$ cat config.mk
export PLATFORM = sky130hd
export DESIGN_NAME = garage_gate_controller
export DESIGN_NICKNAME = d
export VERILOG_FILES = /design/src/rtl/garage_pkg.sv /design/src/rtl/garage_gate_fsm.sv /design/src/rtl/garage_gate_controller.sv
export SDC_FILE = /design/constraint.sdc
export NUM_CORES = 1
export LEC_CHECK = 0
export CORE_ASPECT_RATIO = 0.8
export CORE_MARGIN = 2
export CORE_UTILIZATION = 53
export CTS_CLUSTER_SIZE = 30
export DETAILED_ROUTE_END_ITERATION = 8
export PLACE_DENSITY_LB_ADDON = 0.3
export SYNTH_ARGS = -nofsm -noshare
export SYNTH_HDL_FRONTEND = slang
export SYNTH_SLANG_ARGS = --single-unit
$ cat constraint.sdc
create_clock -name Clk -period 4.8 [get_ports Clk]
set_input_delay 0.48 -clock Clk [delete_from_list [all_inputs] [get_ports Clk]]
set_output_delay 0.48 -clock Clk [all_outputs]
set_load 0.02 [all_outputs]
$ cat src/rtl/garage_pkg.sv
// garage_pkg: shared gate state type and timer sizing helper
package garage_pkg;
  typedef enum logic [1:0] {IDLE, OPEN, CLOSING} gate_state_t;
  // Width able to hold 0 .. max(a, b)-1, never less than one bit.
  function automatic int timer_w(input int a, input int b);
    int m;
    m = (a > b) ? a : b;
    return (m <= 2) ? 1 : $clog2(m);
  endfunction
endpackage

$ cat src/rtl/garage_gate_fsm.sv
// garage_gate_fsm: one gate's open/timeout/close sequencer
//  clk, rst        clock, synchronous active-high reset
//  request, permit open from IDLE when both are high
//  pass            car cleared the sensor (honoured only while OPEN)
//  door            registered actuator, high only in OPEN
//  pass_accepted   pass seen while OPEN (single-cycle)
//  timeout         OPEN expired without a pass (single-cycle)
module garage_gate_fsm
  import garage_pkg::*;
#(
  parameter int unsigned OPEN_TIMEOUT = 16,
  parameter int unsigned CLOSE_CYCLES = 4
) (
  input  logic clk,
  input  logic rst,
  input  logic request,
  input  logic permit,
  input  logic pass,
  output logic door,
  output logic pass_accepted,
  output logic timeout
);
  localparam int TW = timer_w(OPEN_TIMEOUT, CLOSE_CYCLES);
  gate_state_t state, state_nx;
  logic [TW-1:0] timer;
  logic open_end, close_end;
  always_comb begin
    open_end = timer == TW'(OPEN_TIMEOUT - 1);
    close_end = timer == TW'(CLOSE_CYCLES - 1);
    pass_accepted = state == OPEN && pass;
    timeout = state == OPEN && !pass && open_end;
    state_nx = state;
    case (state)
      IDLE:    state_nx = (request && permit) ? OPEN : IDLE;
      OPEN:    state_nx = (pass || open_end) ? CLOSING : OPEN;
      CLOSING: state_nx = close_end ? IDLE : CLOSING;
      default: state_nx = IDLE;
    endcase
  end
  // The timer restarts on every state change so it measures time spent in the current state.
  always_ff @(posedge clk) begin
    if (rst) begin
      state <= IDLE;
      timer <= '0;
    end else begin
      state <= state_nx;
      timer <= (state_nx != state || state == IDLE) ? '0 : timer + 1'b1;
    end
  end
  assign door = state == OPEN;
endmodule

$ cat src/rtl/garage_gate_controller.sv
// garage_gate_controller: entry/exit gates with reserved-capacity occupancy tracking
//  Clk, Reset                          clock, synchronous active-high reset
//  Car_entry_request, Car_exit_request level requests from waiting cars
//  Entry_passed, Exit_passed           single-cycle sensor pulses
//  Open_entry_door, Open_exit_door     registered door actuators
//  Garage_is_complete, Near_full       status, combinational from registered state
//  Occupancy, Free_slots               cars inside, slots not taken or reserved
module garage_gate_controller
  import garage_pkg::*;
#(
  parameter int unsigned CAPACITY     = 10,
  parameter int unsigned OPEN_TIMEOUT = 16,
  parameter int unsigned CLOSE_CYCLES = 4,
  parameter int unsigned NEAR_FULL    = 2,
  localparam int unsigned CW          = $clog2(CAPACITY + 1)
) (
  input  logic          Clk,
  input  logic          Reset,
  input  logic          Car_entry_request,
  input  logic          Car_exit_request,
  input  logic          Entry_passed,
  input  logic          Exit_passed,
  output logic          Open_entry_door,
  output logic          Open_exit_door,
  output logic          Garage_is_complete,
  output logic          Near_full,
  output logic [CW-1:0] Occupancy,
  output logic [CW-1:0] Free_slots
);
  logic e_acc, e_to, x_acc, x_to, res;
  logic [CW-1:0] occ_nx;
  garage_gate_fsm #(.OPEN_TIMEOUT(OPEN_TIMEOUT), .CLOSE_CYCLES(CLOSE_CYCLES)) u_entry (
    .clk(Clk), .rst(Reset), .request(Car_entry_request), .permit(!Garage_is_complete),
    .pass(Entry_passed), .door(Open_entry_door), .pass_accepted(e_acc), .timeout(e_to)
  );
  garage_gate_fsm #(.OPEN_TIMEOUT(OPEN_TIMEOUT), .CLOSE_CYCLES(CLOSE_CYCLES)) u_exit (
    .clk(Clk), .rst(Reset), .request(Car_exit_request), .permit(Occupancy != '0),
    .pass(Exit_passed), .door(Open_exit_door), .pass_accepted(x_acc), .timeout(x_to)
  );
  // The entry reservation is taken on the edge the gate opens and released on the edge it
  // leaves OPEN (pass or timeout), so it coincides exactly with the entry gate being OPEN.
  assign res = Open_entry_door;
  always_comb begin
    occ_nx = (e_acc && !x_acc && Occupancy != CW'(CAPACITY)) ? Occupancy + 1'b1 :
             (x_acc && !e_acc && Occupancy != '0) ? Occupancy - 1'b1 : Occupancy;
    Garage_is_complete = 32'(Occupancy) + 32'(res) == CAPACITY;
    Free_slots = CW'(CAPACITY) - Occupancy - CW'(res);
    Near_full = 32'(Free_slots) <= NEAR_FULL;
  end
  always_ff @(posedge Clk) begin
    if (Reset) Occupancy <= '0;
    else begin
      Occupancy <= occ_nx;
      assert (!(e_acc && !x_acc && Occupancy == CW'(CAPACITY))) else $error("occupancy overflow");
      assert (!(x_acc && !e_acc && Occupancy == '0)) else $error("occupancy underflow");
      assert (!(e_acc && e_to) && !(x_acc && x_to)) else $error("pass and timeout together");
    end
  end
endmodule

==> flow_metrics.py <==
metrics = {
    "status": {
        "status": "finished clean",
    },
    "place": {
        "io_buffer_count": 17,
        "dpl-instance-area_sq_mm": 0.00121,
        "hpwl_um": 1600,
        "gp_congestion": 0.848,
        "dp.cells": 159,
    },
    "clock_network": {
        "holdBufCountCts": 0,
        "cts_tree": "done",
        "clockBufferDepth": 2,
        "insertion_delay_ns": 0.29,
        "cts_setup_buffers": 0,
        "clock-sinks": 16,
        "clk_pin_slew_worst_paths_ns": 0.11,
        "cts_buffers": 3,
        "cts_root_buf": "clkbuf_4",
        "ctsResizeCount": 0,
        "htree_levels": 1,
    },
    "setup_path": {
        "crit_type": "register to primary output",
        "rr_startpoint": "Occupancy[2]$_SDFFE_PP0P_",
        "worstPathRequired_ns": 4.32,
        "r2r-end": "Occupancy[3]$_SDFFE_PP0P_",
        "endpoint_kind": "primary output",
        "startpoint": "Occupancy[0]$_SDFFE_PP0P_",
        "ff2ff_setup_slack_ns": 2.37,
        "reg2regPathDepth": 8,
        "critical_path.endpoint": "Near_full",
        "crit_arrival_ns": 2.68,
        "critPathMaxFanout": 8,
        "cp-start-kind": "register",
    },
    "detailed_routing": {
        "vias": 899,
        "drtPass1Iterations": 4,
        "drt_iter0_drc": 18,
        "wl_per_cell_um": 12.5,
        "drc": 0,
        "viasPerCell": 5.52,
        "wl_um": 2040,
        "drtAntennaViolNets": 0,
    },
    "synth": {
        "syn-instance-count": 120,
        "postSynthAreaPerCell_sq_um": 8.49,
        "yosys-top-cells-area": "dfxtp_1 31%, ha_1 11%, nor2_1 5.5%",
        "ys_seq_elements": 16,
        "ys_types": 35,
        "netlist.top_cell.by_area": "dfxtp_1",
        "syn_area_sq_mm": 0.00102,
        "synth_top_cell_area_share": 0.314,
        "ys.warnings.count": 0,
        "synthesis.nets": 137,
        "seq_area_frac_synth": 0.314,
    },
    "floorplan": {
        "std_cell_rows": 14,
        "initial_utilization": 0.554,
        "die_x_um": 53.0,
        "die_area_sq_mm": 0.00229,
        "ios": 18,
        "dieHeight_um": 43.2,
        "coreArea_sq_mm": 0.00184,
    },
    "pwr": {
        "leakage_nw": 0.506,
        "powerDensity_mw_per_mm2": 285,
        "ir_worst_vdd_mv": 0.178,
    },
    "layout": {
        "syn_to_final_growth_pct": 22.4,
        "final_cells": 163,
        "nNetsFinal": 157,
        "final_cell_area_sq_mm": 0.00125,
        "layout_commonest_cell": "clkdlybuf4s50_1",
        "antenna_cells": 0,
        "drive_gt1_frac": 0.0504,
        "layout_common_cells": "17 x clkdlybuf4s50_1, 16 x dfxtp_1, 15 x nor2_1",
        "final_util": 0.678,
    },
    "timing": {
        "hold_viol": 0,
        "fin_setup_tns_ns": 0,
        "fmax_ghz": 0.316,
        "grt_setup_unrepaired": "false",
        "maxSlewViolCount": 0,
        "slew-limit-headroom": 0.650,
        "skew_ns": 0.0134,
        "setup_viol": 0,
        "post-route-period-util": 0.659,
        "worst_pin_slew_ns": 0.520,
        "min_period_ns": 3.16,
    },
    "global_routing": {
        "grt_usage": 0.216,
        "antenna_found_initial": 0,
        "grt_overflow_total": 0,
        "grt_pass1_vias": 853,
        "grt_pass1_wl_um": 3590,
        "grt_max_degree": 11,
    },
    "hold_path": {
        "min_path_type": "register to register",
    },
    "flow_run": {
        "max_cap_violations": 0,
    },
}
-- report_power, final --
part | switching [W] | internal, W
Combinational | 0.0000570 | 0.0000548
Clock | 0.0000447 | 0.0000462
Sequential | 0.0000126 | 0.000140
-- how the worst min path moves through the flow --
stage	end	from	depth (start not counted)
finish	u_entry.timer[0]$_SDFF_PP0_	u_entry.timer[0]$_SDFF_PP0_	1
global route	u_exit.timer[0]$_SDFF_PP0_	u_exit.timer[0]$_SDFF_PP0_	1
CTS	u_entry.timer[0]$_SDFF_PP0_	u_entry.timer[0]$_SDFF_PP0_	1
detailed placement	u_entry.timer[0]$_SDFF_PP0_	u_entry.timer[0]$_SDFF_PP0_	1
global placement	u_entry.timer[0]$_SDFF_PP0_	u_entry.timer[0]$_SDFF_PP0_	1
floorplan	u_entry.timer[0]$_SDFF_PP0_	u_entry.timer[0]$_SDFF_PP0_	1
-- critical path: stages (launching register included) --
cell and delay (ns):
dfxtp_1 0.50, inv_1 0.10, ha_1 0.21, ha_1 0.19
fa_1 0.38, xor2_1 0.16, a211oi_1 0.21, clkdlybuf4s50_1 0.63
-- metal layers --
metal  global-route usage  routed length (um)  vias to the layer above
met5                    0                   0                        -
met4               0.0615                  13                        0
met3               0.0634                  80                        2
met2                0.365                 986                       16
met1                0.262                 959                      424
li1                     -                   -                      457
-- cell families after synthesis --
group,Yosys count,synth area share
and+or+nand+nor,51,0.276
DFF,16,0.314
muxes,3,0.0356
AOI/OAI and AO/OA,21,0.122
buffers and inverters,11,0.0418
xor gates and xnor gates,7,0.0602
adders and majority gates,11,0.150
-- state kept, by name, summed over array words and instances, names as in the netlist --
name and cells:
u_entry.timer 4, u_entry.state 2, u_exit.timer 4, Occupancy 4, u_exit.state 2
-- through the flow --
step                      total power (W)  setup slack (ns)  hold slack, ns
after global placement           0.000263              1.96           0.429
after floorplan                  0.000224              2.09           0.418
after detailed placement         0.000267              1.87           0.453
after global routing             0.000377              1.49           0.488
final                            0.000355              1.64           0.458
after CTS                        0.000359              1.61           0.467
-- final cells by class --
cell class,instances,area [sq um]
Clock buffer,4,36.3
Fill cell,163,593
Timing Repair Buffer,17,170
Multi-Input combinational cell,93,656
Tap cell,24,30.0
Sequential cell,16,320
Inverter,9,33.8
-- cells in the mapped netlist --
cell	n
nor2b_1	3
fa_1	2
o21ai_0	7
clkbuf_2	1
and2b_1	1
nand2b_1	3
mux2_4	1
o211ai_1	2
nand3b_1	1
inv_1	9
mux2_1	1
or3_1	2
nor3_1	5
mux2i_1	1
and3_1	3
clkbuf_1	1
nand3_1	5
o311a_1	1
dfxtp_1	16
nor4b_1	1
nand2_1	5
nand3b_2	1
xnor2_1	3
xor2_1	4
a211oi_1	2
ha_1	9
a21oi_1	6
nor3b_1	1
nor4_1	1
and3_4	1
and3b_1	1
or2b_1	1
nand4bb_1	1
a31oi_1	3
nor2_1	15
Note: power is estimated with default switching activity, not from simulation.
